===== config.mk =====
export PLATFORM = sky130hd
export DESIGN_NAME = conv_acc_ctrl
export DESIGN_NICKNAME = d
export VERILOG_FILES = /design/src/rtl/conv_acc_ctrl.sv
export SDC_FILE = /design/constraint.sdc
export NUM_CORES = 1
export LEC_CHECK = 0
export CORE_ASPECT_RATIO = 1.2
export CORE_UTILIZATION = 53
export CTS_CLUSTER_DIAMETER = 150
export CTS_CLUSTER_SIZE = 40
export DETAILED_ROUTE_END_ITERATION = 12
export HOLD_SLACK_MARGIN = 0.06
export MAX_ROUTING_LAYER = met4
export PLACE_DENSITY_LB_ADDON = 0.1
export SYNTH_ARGS = -nofsm -noshare
export SYNTH_HDL_FRONTEND = slang
export SYNTH_SLANG_ARGS = --single-unit

===== constraint.sdc =====
create_clock -name clk -period 3.4 [get_ports clk]
set_input_delay 0.68 -clock clk [delete_from_list [all_inputs] [get_ports clk]]
set_output_delay 0.68 -clock clk [all_outputs]
set_load 0.01 [all_outputs]

===== src/rtl/conv_acc_ctrl.sv =====
`default_nettype none
//==============================================================================
// Module   : conv_acc_ctrl
// Brief    : Tile sequencer and channel accumulator for the 9-input adder tree,
//            with a credit-gated result FIFO. Optional macro: CONV_ACC_SAT_EN
//            (saturating output conversion instead of wrap).
// Revision : 1.0 - initial release
//==============================================================================
module conv_acc_ctrl #(
  parameter int SUM_W      = 18,
  parameter int ACC_W      = 32,
  parameter int OUT_W      = 16,
  parameter int FIFO_DEPTH = 4
) (
  input  logic                    clk,
  input  logic                    rst,
  input  logic                    start,
  input  logic [7:0]              cfg_cin,
  input  logic [15:0]             cfg_npix,
  output logic                    busy,
  output logic                    done,
  input  logic                    in_valid,
  output logic                    in_ready,
  input  logic signed [SUM_W-1:0] tree_sum,
  output logic                    out_valid,
  input  logic                    out_ready,
  output logic signed [OUT_W-1:0] out_data,
  output logic                    out_last
);

  localparam int          c_aw    = $clog2(FIFO_DEPTH);
  localparam logic [c_aw:0] c_depth = (c_aw+1)'(FIFO_DEPTH);

  localparam logic [1:0] c_idle  = 2'd0;
  localparam logic [1:0] c_run   = 2'd1;
  localparam logic [1:0] c_drain = 2'd2;
  localparam logic [1:0] c_done  = 2'd3;

  logic [1:0]  r_state;
  logic [1:0]  w_state_next;

  logic [7:0]  r_cin;
  logic [15:0] r_npix;
  logic [7:0]  r_ch;
  logic [15:0] r_pix;

  logic        r_p1_v, r_p1_first, r_p1_last, r_p1_tlast;
  logic        r_p2_v, r_p2_first, r_p2_last, r_p2_tlast;

  logic signed [ACC_W-1:0] r_acc;
  logic signed [ACC_W-1:0] w_sum_ext;
  logic signed [ACC_W-1:0] w_acc_next;
  logic signed [OUT_W-1:0] w_out_conv;

  logic [c_aw:0] r_cred;
  logic [c_aw:0] r_wr_ptr;
  logic [c_aw:0] r_rd_ptr;
  logic signed [OUT_W-1:0] r_mem_data [FIFO_DEPTH];
  logic                    r_mem_last [FIFO_DEPTH];

  logic w_ch_first;
  logic w_ch_last;
  logic w_pix_last;
  logic w_accept;
  logic w_cfg_zero;
  logic w_push;
  logic w_pop;
  logic w_fifo_empty;
  logic w_pipe_empty;

  assign w_ch_first   = (r_ch == 8'd0);
  assign w_ch_last    = (r_ch == r_cin - 8'd1);
  assign w_pix_last   = (r_pix == r_npix - 16'd1);
  assign w_accept     = in_valid & in_ready;
  assign w_cfg_zero   = (cfg_cin == 8'd0) | (cfg_npix == 16'd0);
  assign w_push       = r_p2_v & r_p2_last;
  assign w_fifo_empty = (r_wr_ptr == r_rd_ptr);
  assign w_pop        = out_valid & out_ready;
  assign w_pipe_empty = ~r_p1_v & ~r_p2_v;

  // ---------------------------------------------------------------- FSM
  always_ff @(posedge clk) begin
    if (rst) begin
      r_state <= c_idle;
    end else begin
      r_state <= w_state_next;
    end
  end

  always_comb begin
    w_state_next = r_state;
    case (r_state)
      c_idle: begin
        if (start) begin
          w_state_next = w_cfg_zero ? c_done : c_run;
        end
      end
      c_run: begin
        if (w_accept && w_ch_last && w_pix_last) begin
          w_state_next = c_drain;
        end
      end
      c_drain: begin
        if (w_pipe_empty && (r_cred == '0) && w_fifo_empty) begin
          w_state_next = c_done;
        end
      end
      c_done: begin
        w_state_next = c_idle;
      end
      default: begin
        w_state_next = c_idle;
      end
    endcase
  end

  // in_ready depends only on registered state; a pop frees its credit a cycle later
  always_comb begin
    busy     = (r_state != c_idle);
    done     = (r_state == c_done);
    in_ready = (r_state == c_run) && (!w_ch_last || (r_cred < c_depth));
  end

  // ------------------------------------------------------- tile counters
  always_ff @(posedge clk) begin
    if (rst) begin
      r_cin  <= 8'd0;
      r_npix <= 16'd0;
      r_ch   <= 8'd0;
      r_pix  <= 16'd0;
    end else if ((r_state == c_idle) && start) begin
      r_cin  <= cfg_cin;
      r_npix <= cfg_npix;
      r_ch   <= 8'd0;
      r_pix  <= 16'd0;
    end else if (w_accept) begin
      if (w_ch_last) begin
        r_ch  <= 8'd0;
        r_pix <= r_pix + 16'd1;
      end else begin
        r_ch  <= r_ch + 8'd1;
      end
    end
  end

  // ---------------------------------------------- valid pipe (tree latency)
  always_ff @(posedge clk) begin
    if (rst) begin
      r_p1_v     <= 1'b0;
      r_p1_first <= 1'b0;
      r_p1_last  <= 1'b0;
      r_p1_tlast <= 1'b0;
      r_p2_v     <= 1'b0;
      r_p2_first <= 1'b0;
      r_p2_last  <= 1'b0;
      r_p2_tlast <= 1'b0;
    end else begin
      r_p1_v     <= w_accept;
      r_p1_first <= w_accept & w_ch_first;
      r_p1_last  <= w_accept & w_ch_last;
      r_p1_tlast <= w_accept & w_ch_last & w_pix_last;
      r_p2_v     <= r_p1_v;
      r_p2_first <= r_p1_first;
      r_p2_last  <= r_p1_last;
      r_p2_tlast <= r_p1_tlast;
    end
  end

  // ---------------------------------------------------------- accumulator
  assign w_sum_ext  = {{(ACC_W-SUM_W){tree_sum[SUM_W-1]}}, tree_sum};
  assign w_acc_next = r_p2_first ? w_sum_ext : (r_acc + w_sum_ext);

  always_ff @(posedge clk) begin
    if (rst) begin
      r_acc <= '0;
    end else if (r_p2_v) begin
      r_acc <= w_acc_next;
    end
  end

`ifdef CONV_ACC_SAT_EN
  // In range when every bit from the output sign bit upward agrees
  logic w_in_range;
  assign w_in_range = (&w_acc_next[ACC_W-1:OUT_W-1]) | ~(|w_acc_next[ACC_W-1:OUT_W-1]);

  always_comb begin
    w_out_conv = w_acc_next[OUT_W-1:0];
    if (!w_in_range) begin
      w_out_conv = w_acc_next[ACC_W-1] ? {1'b1, {(OUT_W-1){1'b0}}}
                                       : {1'b0, {(OUT_W-1){1'b1}}};
    end
  end
`else
  assign w_out_conv = w_acc_next[OUT_W-1:0];
`endif

  // -------------------------------------------------------------- credits
  always_ff @(posedge clk) begin
    if (rst) begin
      r_cred <= '0;
    end else begin
      case ({w_accept & w_ch_last, w_pop})
        2'b10:   r_cred <= r_cred + 1'b1;
        2'b01:   r_cred <= r_cred - 1'b1;
        default: r_cred <= r_cred;
      endcase
    end
  end

  // --------------------------------------------------------- result FIFO
  always_ff @(posedge clk) begin
    if (w_push) begin
      r_mem_data[r_wr_ptr[c_aw-1:0]] <= w_out_conv;
      r_mem_last[r_wr_ptr[c_aw-1:0]] <= r_p2_tlast;
    end
  end

  always_ff @(posedge clk) begin
    if (rst) begin
      r_wr_ptr <= '0;
      r_rd_ptr <= '0;
    end else begin
      if (w_push) begin
        r_wr_ptr <= r_wr_ptr + 1'b1;
      end
      if (w_pop) begin
        r_rd_ptr <= r_rd_ptr + 1'b1;
      end
    end
  end

  assign out_valid = ~w_fifo_empty;
  assign out_data  = out_valid ? r_mem_data[r_rd_ptr[c_aw-1:0]] : '0;
  assign out_last  = out_valid & r_mem_last[r_rd_ptr[c_aw-1:0]];

endmodule
`default_nettype wire


# After elaboration in Yosys (flattened, before gate mapping)
# Memories as Yosys holds them, arrays and structs flattened. A register that Yosys moved wholly into a read port is not among the register bits.
# Cells that the tools add are included.
[word_totals] mem_count=2 reg_bits=99 out_inout_bits=21 ramBits=68 in_bits=47
[memory_table] name="r_mem_data" words=4 width=16 rd=1 rd_clocked_by_memory_dff=1 write_ports=1 line="58" rtl="logic signed [OUT_W-1:0] r_mem_data [FIFO_DEPTH];"
[memory_table] name="r_mem_last" words=4 width=1 rd=1 rd_clocked_by_memory_dff=1 write_ports=1 line="59" rtl="logic r_mem_last [FIFO_DEPTH];"
[classes] bitwise_logic=12 reduce_logical=18 add_sub_neg=9 n_mux=15 eq_ne=11 magnitude_cmp=1
[op_table] cell="32-bit by 18-bit adder with 32-bit output" n=1
[op_table] cell="32-bit 2-to-1 mux" n=1
[op_table] cell="16-bit by 1-bit adder with 16-bit output (second input constant)" n=1
[op_table] cell="16-bit equality test" n=1
[op_table] cell="16-bit logical NOT" n=1
[op_table] cell="8-bit logical NOT" n=2
[op_table] cell="16-bit 2-to-1 mux" n=1
[op_table] cell="2-bit 2-to-1 mux" n=8
[op_table] cell="16-bit by 1-bit subtractor with 16-bit output (second input constant)" n=1
[op_table] cell="3-bit by 1-bit adder with 3-bit output (second input constant)" n=3
[op_table] cell="8-bit by 1-bit adder with 8-bit output (second input constant)" n=1
[op_table] cell="1-bit AND" n=8
[op_table] cell="8-bit equality test" n=1
[op_table] cell="8-bit 2-to-1 mux" n=1
[op_table] cell="2-bit one-hot mux with 4 select lines" n=1
[op_table] cell="8-bit by 1-bit subtractor with 8-bit output (second input constant)" n=1
[op_table] cell="2-bit equality test (second input constant)" n=3
[op_table] cell="1-bit logical AND" n=6
[op_table] cell="2-bit != test (second input constant)" n=3
[op_table] cell="3-bit one-hot mux with 2 select lines" n=1
[op_table] cell="2-bit by 1-bit equality test with 1-bit output (second input constant)" n=2
[op_table] cell="2-bit nonzero test" n=2
[op_table] cell="3-bit equality test" n=1
[op_table] cell="3-bit logical NOT" n=1
[op_table] cell="other kinds (11)" n=14

# Logic depth before layout (Yosys ltp)
# Gate-level depths: netlist of the first run.
[logic_depth] depth_word=10 mapped_depth=13

# Worst setup path after synthesis of the first run
# OpenSTA, ideal clock, no wires.
[synth_path] kind="flip-flop to flip-flop" from="reg r_cin[0]" to="reg r_cred[2]" t_required_ns=3.330 path_stages_with_launch=14 arrival_ns=3.146 n_path_buf=0 setup_slack_ns=0.184 setup_ns=0.070 path_cell_list="dfxtp_1 inv_1 ha_1 or3b_2 nor4_1 o211ai_1 a2111oi_4 inv_1 ha_1 inv_1 fa_1 xor2_1 or3_1 a21oi_1"
[synth_between] elab_chain_len=9 elab_cells_between_ends=11
[synth_lines] element="start: declaration" line="42" rtl="logic [7:0] r_cin;"
[synth_lines] element="start signal: assignment" line="132" rtl="r_cin <= cfg_cin;"
[synth_lines] element="8-bit by 1-bit subtractor with 8-bit output (*)" line="72" rtl="assign w_ch_last = (r_ch == r_cin - 8'd1);"
[synth_lines] element="8-bit equality test (*)" line="72"
[synth_lines] element="1-bit logical NOT" line="121" rtl="in_ready = (r_state == c_run) && (!w_ch_last || (r_cred < c_depth));"
[synth_lines] element="1-bit logical OR" line="121"
[synth_lines] element="1-bit logical AND" line="121"
[synth_lines] element="1-bit AND" line="74" rtl="assign w_accept = in_valid & in_ready;"
[synth_lines] element="1-bit AND (*)" line="202" rtl="case ({w_accept & w_ch_last, w_pop})"
[synth_lines] element="2-bit by 1-bit equality test with 1-bit output or 2-bit equality test (tied branches)" line="202"
[synth_lines] element="3-bit one-hot mux with 2 select lines or 2-bit nonzero test (tied branches)"
[synth_lines] element="end signal: assignment" line="203" rtl="2'b10: r_cred <= r_cred + 1'b1;"
[synth_lines] element="end signal: assignment" line="204" rtl="2'b01: r_cred <= r_cred - 1'b1;"
[synth_lines] element="end signal: assignment" line="205" rtl="default: r_cred <= r_cred;"
[synth_lines] element="end: declaration" line="55" rtl="logic [c_aw:0] r_cred;"
# Every way passes the cells marked *; elsewhere a longest branch is shown, timed or not.
# A chain may end at the register's enable or synchronous reset.

# Final worst setup path of the first run
[layout_path] from="reg r_cin[0]" to="out in_ready"
[layout_between] elab_chain_len=5
[layout_lines] element="8-bit by 1-bit subtractor with 8-bit output" line="72"
[layout_lines] element="8-bit equality test" line="72"
[layout_lines] element="1-bit logical NOT" line="121"
[layout_lines] element="1-bit logical OR" line="121"
[layout_lines] element="1-bit logical AND" line="121"
[layout_lines] element="end: declaration" line="23" rtl="output logic in_ready,"
# No other way between the ends.

==> reports/results.ini, run 1 <==
[synthesis]
avgSynthCellArea_um2 = 10.3
ys_ff_latch = 153
synth_area_leader_cell = edfxtp_1
syn_area_mm2 = 0.00779
syn_inst = 753
yosysSeqAreaShare = 0.480
synthArstFlopShare = 0
yosys_warnings = 0
synth_edf_count = 68
synth_area_leaders = edfxtp_1 26%, dfxtp_1 22%, ha_1 5.0%
synth_top_area_share = 0.262
synth_cell_types = 65
ys.flop_type = dfxtp_1
syn_nets = 833

[worst_setup_path]
rr_worst_depth = 14
cp-end-kind = output port
r2r_end = r_cred[2]
r2r_slack_ns = 0.25
crit_arrival_ns = 2.63
crit_chain = buf_4 > or4_4 > a211o_1 > a21o_1 > a211oi_2 > a21boi_2 > dlygate4sd2_1
slowest_stage = or4_4
critPathMaxFanout = 4
required_ns = 2.72
worst_setup_path_start_kind = flop
crit_buf_inv = 2
max_stage_delay_ns = 0.54
startpoint = r_cin[0]
crit_family = compound AO/OA/AOI/OAI gates
timing.rr.start = r_cin[1]
crit_type = reg2out

[global_route]
met3_usage = 0.0386
grt_pass1_wl_mm = 27.0
top_usage_layer = met2
antenna_found_initial = 0
grt_pass1_vias = 5735
met1_usage = 0.254
grt_remaining_overflow = 0
grt_max_degree = 55
use_met2 = 0.431
grt_usage = 0.239

[clocking]
clock-sinks = 153
ctsHtreeMaxLevel = 4
root_buffer = clkbuf_16
post_cts_buffers = 0
cts.clk_slew.worst_paths_ns = 0.06
ctsHoldBuffers = 0
clock_latency_ns = 0.42
cts_buffers = 17
cts_tree = done
cts_buffer_depth = 2

[floorplan]
start_util = 0.543
die_width_um = 113
num_io_pins = 68
coreArea_mm2 = 0.0144
dieArea_mm2 = 0.0152
die_y_um = 135
placementRows = 48

[power_and_ir_drop]
leakagePower_nw = 3.33
p_per_area_mw_per_mm2 = 558
ir_drop_uv = 317

[worst_hold_path]
hold_end = r_p2_first
holdCritPathClass = reg2reg
hold_path.startpoint = r_p1_first
hold_depth = 1

[detailed_routing]
drt_iter0_markers = 309
dr.pass1.iters = 5
vias = 5746
wl_per_cell_um = 16.3
drc = 0
via_per_inst = 5.66
ant_nets = 0
routed_wl_mm = 16.6

[sta]
finalClockSkew_ns = 0.00641
tightest_slew_ns = 1.09
min_period_over_period = 0.972
grt_setup_unrepaired = no
fmax_ghz = 0.302
setup_viol_count_final = 0
finalSetupTns_ns = 0
timing.slew.headroom = 0.274
maxSlewViolCount = 0
hold_violations = 0
fin_crit_ns = 3.31
hold_ws_ns = 0.437

[place]
gp_congestion = 0.856
port_buffers = 65
hpwlAfterDp_mm = 11.6

[flow_run]
cap_violations = 0

[cells_and_area]
fillers = 1159
multi_input_area_mm2 = 0.00378
diodes = 0
nNetsFinal = 907
seq_area_mm2 = 0.00374
drive_gt1_frac = 0.117
area_growth_pct = 19.3

[status]
status = finished clean

-- report_power, final --
| part | internal (mW) | switching [mW] |
|---|---|---|
| clock network | 1.19 | 0.732 |
| registers | 2.04 | 0.122 |
| logic | 0.497 | 0.607 |
-- flip-flops by register name, indices dropped and copies added, names as in the netlist, 2 cells and up, named ones only --
signal and cells:
r_mem_data 64, r_acc 16, r_npix 16, r_pix 16
r_ch 8, r_cin 8, r_mem_last 4, r_cred 3
r_rd_ptr 3, r_wr_ptr 3, r_state 2
-- Yosys cell counts, types with 3 or more instances --
cell and instances:
buf_1 7, o21a_1 14, a221oi_1 3, a21oi_1 41, nor2_1 73, nor3_1 14, clkbuf_1 22, nand3_1 12
nor2b_1 23, a211oi_1 6, or4_1 5, inv_1 30, a31oi_1 5, nand4_1 8, and2_1 4, mux2i_1 14
xor2_1 31, xnor2_1 37, o31ai_1 8, or2_2 5, a21o_1 5, nor4b_1 3, nand2_1 86, o211ai_1 3
and3_1 9, or3_1 8, mux4_2 17, dfxtp_1 85, nor4_1 9, o21ai_0 25, edfxtp_1 68, ha_1 31
-- how the worst max path moves through the flow --
stage                              to  slack (ns)  cells after the start
floorplan                   r_cred[2]        0.18                     13
CTS                          in_ready        0.06                      8
global placement    r_mem_data[2][15]       -0.07                     11
finish                       in_ready        0.09                      7
global route                 in_ready       0.009                      7
detailed placement           r_acc[8]       -0.11                     13
-- cells in the final DEF (no fill, tap or decap), types with 9 or more instances in the layout --
cell type,instances
nand2_1,86
dfxtp_1,85
nor2_1,73
edfxtp_1,68
clkdlybuf4s50_1,63
a21oi_1,41
xnor2_1,37
xor2_1,31
inv_1,30
ha_1,29
o21ai_0,25
buf_4,25
nor2b_1,23
mux4_2,17
clkbuf_16,17
o21a_1,14
mux2i_1,14
nor3_1,13
nand3_1,12
and3_1,9
-- per-stage QoR --
stage / cell area, um2 / utilization / total power [mW] / std cells / worst slack [ns]
6_report: 9300 / 0.648 / 5.19 / 1015 / 0.0938
5_1_grt: 9300 / 0.648 / 5.44 / 1015 / 0.00868
4_1_cts: 9280 / 0.647 / 5.21 / 1015 / 0.0594
3_5_place_dp: 8670 / 0.604 / 3.28 / 983 / -0.111
3_3_place_gp: 8670 / 0.604 / 3.24 / 983 / -0.0696
2_1_floorplan: 7790 / - / 2.98 / 753 / 0.184
-- cells by family after synthesis --
family                     count (synthesis)  share of synthesized area
buffers and inverters                     66                     0.0374
xor gates and xnor gates                  68                     0.0764
muxes                                     32                     0.0686
and+or+nand+nor                          274                      0.175
DFF                                      153                      0.480
adders and majority gates                 33                     0.0549
AOI/OAI and AO/OA                        127                      0.107
-- layout make-up --
| type | instances | share of cell area |
|---|---|---|
| clock inverters | 12 | 0.0159 |
| flip-flops and latches | 153 | 0.403 |
| multi-input cells | 534 | 0.407 |
| inverters | 31 | 0.0125 |
| well taps | 175 | 0.0235 |
| repair buffers | 90 | 0.0895 |
| clock buffers | 20 | 0.0491 |
-- per-layer routing --
metal	part of all wire	wire length (um)	vias to the layer above
li1	-	-	2821
met1	0.40	6680	2759
met2	0.54	8880	127
met3	0.032	530	39
met4	0.028	456	0
met5	0	0	-
-- timing repair --
item / 4_1_cts / 5_1_grt
cloned: 0 / 0
gates resized for setup: 3 / 5
pin swaps: 2 / 2
setup endpoints to repair: 1 / 2
-- worst register-to-register path, delay by kind of cell (launching register included) --
family | cells | cell delay (ns)
simple gates | 2 | 0.70
flops | 1 | 0.33
buf+inv | 4 | 0.41
fa+ha+maj | 3 | 0.76
compound gates | 4 | 0.74
xor+xnor | 1 | 0.16
(Power assumes the default switching activity.)
==> inputs of run 2 (changes only) <==
--- a/config.mk
+++ b/config.mk
@@ -6,13 +6,13 @@
 export NUM_CORES = 1
 export LEC_CHECK = 0
 export CORE_ASPECT_RATIO = 1.2
-export CORE_UTILIZATION = 53
+export CORE_UTILIZATION = 35
 export CTS_CLUSTER_DIAMETER = 150
 export CTS_CLUSTER_SIZE = 40
 export DETAILED_ROUTE_END_ITERATION = 12
 export HOLD_SLACK_MARGIN = 0.06
-export MAX_ROUTING_LAYER = met4
 export PLACE_DENSITY_LB_ADDON = 0.1
+export SLEW_MARGIN = 20
 export SYNTH_ARGS = -nofsm -noshare
 export SYNTH_HDL_FRONTEND = slang
 export SYNTH_SLANG_ARGS = --single-unit
==> run 2 against run 1 <==
Net effect:
- the run now ends with DRC left
- first-iteration DRC count fell by 29%
- non-clock buffer count is 9 higher
- critical path depth up 1
- clock skew rose by 0.00056 ns
- sequential share of layout area decreased by 0.86 points
- power up 1.1%
- clock-buffer cell count decreased by 3
- highest routed layer unchanged
- via count down 1.1%
- flip-flop and latch count stayed put
- critical path type unchanged
- worst setup slack gained 0.053 ns
- cell count is 11% higher
==> reports/results.ini, run 2 (synthesized netlist as in run 1, its figures left out) <==
[status]
status = finished, violations left
failed_checks = DRC

[power_and_ir_drop]
pwr-share-clk = 0.374
leakagePower_nw = 3.39
sw_frac_of_total = 0.291
p_per_area_mw_per_mm2 = 552
switching_power_mw = 1.52
ir_drop_uv = 360
power_frac_comb = 0.216
intPower_mw = 3.72
seqPwrFrac = 0.410

[floorplan]
die_width_um = 138
dieArea_mm2 = 0.0229
die_y_um = 165
placementRows = 59
num_io_pins = 68
coreArea_mm2 = 0.0218
start_util = 0.358

[cells_and_area]
utilization = 0.436
nNetsFinal = 916
area_growth_pct = 22.0
drive_gt1_frac = 0.128
layout_common_cells = 86 x nand2_1, 85 x dfxtp_1, 73 x nor2_1
largest_reg_flops = 64
mostFrequentLayoutCell = nand2_1
diodes = 0

[detailed_routing]
wl_per_cell_um = 15.7
top_layer = met4
routed_wl_mm = 17.7
ant_nets = 0
via_per_inst = 5.06
dr.pass1.iters = 8
wl_met2_mm = 9.05
vias = 5685
drt_iter0_markers = 219
drc = 10
met1_length_mm = 7.91
dr_wl_met3_um = 538

[sta]
finalClockSkew_ns = 0.00696
fmax_ghz = 0.307
fin_crit_ns = 3.25
setup_viol_count_final = 0
tightest_slew_ns = 0.968
timing.slew.headroom = 0.353
maxSlewViolCount = 0
hold_violations = 0
min_period_over_period = 0.957
timing.final.ws_setup_ns = 0.147

[clocking]
post_cts_buffers = 0
root_buffer = clkbuf_16
ctsHtreeMaxLevel = 4
cts_buffers = 17
ctsHoldBuffers = 0
clock-sinks = 153
clock_latency_ns = 0.42
cts.clk_slew.worst_paths_ns = 0.07
cts_buffer_depth = 2
cts_tree = done

[worst_setup_path]
cp-end-kind = output port
slowest_stage = or3b_2
critPathMaxFanout = 4
max_stage_delay_ns = 0.46
worst_setup_path_start_kind = flop
required_ns = 2.72
crit_arrival_ns = 2.57
crit_chain = inv_1 > ha_4 > or3b_2 > o31a_2 > o211ai_1 > a211oi_2 > a21boi_1 > dlygate4sd2_1
crit_type = reg2out

[place]
hpwlAfterDp_mm = 12.7
port_buffers = 65
pre_cts_slack_ns = -0.201
gp_congestion = 0.782

[global_route]
antenna_found_initial = 0
grt_pass1_vias = 5839
grt_pass1_wl_mm = 28.8
grt_max_degree = 55
grt_remaining_overflow = 0
grt_usage = 0.162

[worst_hold_path]
holdCritPathClass = reg2reg

[flow_run]
cap_violations = 0

## run 2: cell count changes in the layout (fill, tap and decap cells not counted), sizes merged
cell | previous run | this run
buf | 26 | 35
clkbuf | 20 | 17
clkinv | 5 | 6
clkinvlp | 4 | 2
inv | 31 | 35
## run 2: final cells by class
type,instances,area (um2)
Clock buffer,17,425
Fill cell,2093,12300
Tap cell,274,343
Inverter,31,116
Multi-Input combinational cell,534,3790
Timing Repair Buffer,99,900
Clock inverter,15,190
Sequential cell,153,3740
## run 2: repair_timing
action | in CTS | in global routing
gates resized for setup | 2 | 6
pin swaps | 0 | 2
endpoints found under the setup margin | 1 | 2
## run 2: metal layers
layer | GRT usage | vias up
met3 | 0.0320 | 14
met5 | 0 | -
met1 | 0.186 | 2717
met2 | 0.308 | 109
met4 | 0.0429 | 0
li1 | - | 2845
## run 2: worst paths after layout
check	to	from	depth (start not counted)	slack, ns
worst max-delay path	in_ready	r_cin[0]	8	0.15
worst min-delay path	r_p2_first	r_p1_first	1	0.43
worst max register to register	r_cred[2]	r_cin[0]	14	0.19
worst min register to register	r_p2_first	r_p1_first	1	0.43
## run 2: metrics by stage
stage                     std cells  instance area (um2)  hold slack (ns)  total power [mW]  setup TNS (ns)
final                          1123                 9500            0.433              5.24               0
after global routing           1123                 9500            0.455              5.51         -0.0107
after CTS                      1123                 9480            0.435              5.29               0
after detailed placement       1091                 8870            0.420              3.32           -2.08
after global placement         1091                 8870            0.420              3.28           -1.34
after floorplan                 753                 7790            0.414              2.98               0
## run 2: power groups by stage
stage	Sequential (mW)	Clock (mW)	Combinational, mW
CTS	2.15	2.01	1.13
floorplan	2.15	0	0.837
global route	2.16	2.08	1.27
finish	2.15	1.96	1.13
detailed placement	2.19	0	1.13
global placement	2.18	0	1.09
## run 2: critical path, delay by kind of cell (launching register included)
kind	cells	cell delay (ns)
AO/OA/AOI/OAI	4	0.84
adder cells (fa/ha/maj)	1	0.15
buffers and inverters	2	0.39
flip-flops	1	0.31
AND/OR/NAND/NOR	1	0.46
==> inputs of run 3 (changes only) <==
--- a/config.mk
+++ b/config.mk
@@ -5,7 +5,7 @@
 export SDC_FILE = /design/constraint.sdc
 export NUM_CORES = 1
 export LEC_CHECK = 0
-export CORE_ASPECT_RATIO = 1.2
+export CORE_ASPECT_RATIO = 0.75
 export CORE_UTILIZATION = 35
 export CTS_CLUSTER_DIAMETER = 150
 export CTS_CLUSTER_SIZE = 40
==> run 3 against run 2 <==
Net effect:
- the flow now finishes without violations
- sequential share of layout area decreased by 0.27 points
- sequential power about the same
- clock power decreased by 2%
- global-route usage increased by 0.48 points
- design area increased by 0.70%
- via count increased by 1.7%
- clock skew increased by 0.0079 ns
- largest cell class unchanged
==> reports/results.ini, run 3 (synthesized netlist as in run 1, its figures left out) <==
[status]
status = finished clean

[power_and_ir_drop]
pwr-share-clk = 0.363
switching_power_mw = 1.67
leakagePower_nw = 3.43
ir_drop_uv = 280
power_frac_comb = 0.230
sw_frac_of_total = 0.315
seqPwrFrac = 0.406
p_per_area_mw_per_mm2 = 552
intPower_mw = 3.62

[worst_setup_path]
crit_type = reg2reg
startpoint = r_cin[0]
r2r_end = r_cred[2]
worst_setup_path_start_kind = flop
rr_worst_depth = 14
critPathMaxFanout = 5
required_ns = 3.75
r2r_slack_ns = 0.15
timing.rr.start = r_cin[0]
cp-endpoint = r_cred[2]
cp-end-kind = flop
crit_arrival_ns = 3.60

[detailed_routing]
wl_per_cell_um = 16.2
ant_nets = 0
dr.pass1.iters = 4
vias = 5784
via_per_inst = 5.04
drt_iter0_markers = 368
drc = 0
routed_wl_mm = 18.6

[cells_and_area]
drive_gt1_frac = 0.136
diodes = 0
mostFrequentLayoutCell = nand2_1
nNetsFinal = 926
fillers = 2029
seq_area_mm2 = 0.00374
multi_input_area_mm2 = 0.00378
largest_reg_flops = 64
final_cells = 1147
layout_common_cells = 86 x nand2_1, 85 x dfxtp_1, 73 x nor2_1
area_growth_pct = 22.8

[sta]
finalSetupTns_ns = 0
tightest_slew_ns = 0.908
fmax_ghz = 0.308
min_period_over_period = 0.956
timing.slew.headroom = 0.388
grt_setup_unrepaired = no
setup_viol_count_final = 0
maxSlewViolCount = 0
hold_violations = 0
finalClockSkew_ns = 0.0148
fin_crit_ns = 3.25

[place]
dp_cells = 1115
hpwlAfterDp_mm = 13.5
port_buffers = 65
gp_congestion = 0.835

[clocking]
cts.clk_slew.worst_paths_ns = 0.07
ctsHoldBuffers = 0
root_buffer = clkbuf_16
cts_buffers = 17
cts_buffer_depth = 2
post_cts_buffers = 0
ctsHtreeMaxLevel = 4
clock_latency_ns = 0.43
cts_tree = done
clock-sinks = 153

[floorplan]
die_width_um = 174
dieArea_mm2 = 0.0229
num_io_pins = 68
die_y_um = 131
coreArea_mm2 = 0.0215
start_util = 0.363
placementRows = 46

[global_route]
antenna_found_initial = 0
grt_max_degree = 55
grt_pass1_wl_mm = 29.5
grt_pass1_vias = 5438
grt_usage = 0.167
grt_remaining_overflow = 0

[worst_hold_path]
holdCritPathClass = reg2reg

[flow_run]
cap_violations = 0

[run 3: cell count changes in the layout (fill, tap and decap cells not counted), moves of 2 or more]
cell | previous run | this run
ha_1 | 29 | 31
clkinv_8 | 0 | 3
bufinv_16 | 3 | 1
buf_4 | 34 | 44
inv_6 | 3 | 6
clkinv_2 | 2 | 0
clkinv_4 | 3 | 0
[run 3: worst min path at each step]
stage,startpoint,to,depth (start not counted)
2_1_floorplan,r_p1_first,r_p2_first,1
3_3_place_gp,r_p1_first,r_p2_first,1
3_5_place_dp,r_p1_first,r_p2_first,1
4_1_cts,r_p1_first,r_p2_first,1
5_1_grt,r_p1_tlast,r_p2_tlast,1
6_report,r_p1_first,r_p2_first,1
[run 3: layout make-up]
cell class,instances,area share
clock inverter,14,0.0180
timing repair buffer,109,0.101
tap,288,0.0377
inverter,31,0.0122
clock buffer,18,0.0448
multi-input combinational,534,0.395
sequential,153,0.391
[run 3: per-layer routing]
metal,wire length [um],part of all wire,vias up,GRT usage
li1,-,-,2860,-
met1,9990,0.54,2800,0.256
met2,7680,0.41,114,0.234
met3,766,0.041,10,0.0324
met4,184,0.0099,0,0.0478
met5,0,0,-,0
[run 3: power by group through the flow]
stage / combinational [mW] / clock [mW] / sequential, mW
final: 1.22 / 1.92 / 2.15
after detailed placement: 1.20 / 0 / 2.19
after global placement: 1.17 / 0 / 2.18
after CTS: 1.21 / 1.96 / 2.15
after floorplan: 0.837 / 0 / 2.15
after global routing: 1.35 / 2.04 / 2.16
[run 3: what timing repair did]
| item | CTS | global route |
|---|---|---|
| gates resized for setup | 3 | 5 |
| pin swaps | 1 | 4 |
| gates cloned | 0 | 0 |
| endpoints found under the setup margin | 1 | 5 |
[run 3: critical path, stage by stage, from the launching register on]
cell and delay [ns]:
dfxtp_1 0.35, inv_1 0.07, ha_1 0.16, or3b_2 0.48, o31a_2 0.29, o211ai_1 0.27, buf_4 0.18, a2111oi_4 0.04
inv_1 0.10, ha_1 0.19, inv_1 0.06, fa_1 0.37, xor2_1 0.16, or3_1 0.31, a21oi_1 0.13
[run 3: stage by stage]
stage                util  cell area (um2)  worst slack [ns]  power (mW)  hold slack [ns]
global placement    0.417             8960            -0.303        3.36            0.426
global route        0.446             9570           0.00338        5.55            0.479
floorplan               -             7790             0.184        2.98            0.414
finish              0.446             9570             0.150        5.28            0.443
CTS                 0.446             9560            0.0327        5.32            0.451
detailed placement  0.417             8960            -0.348        3.39            0.427
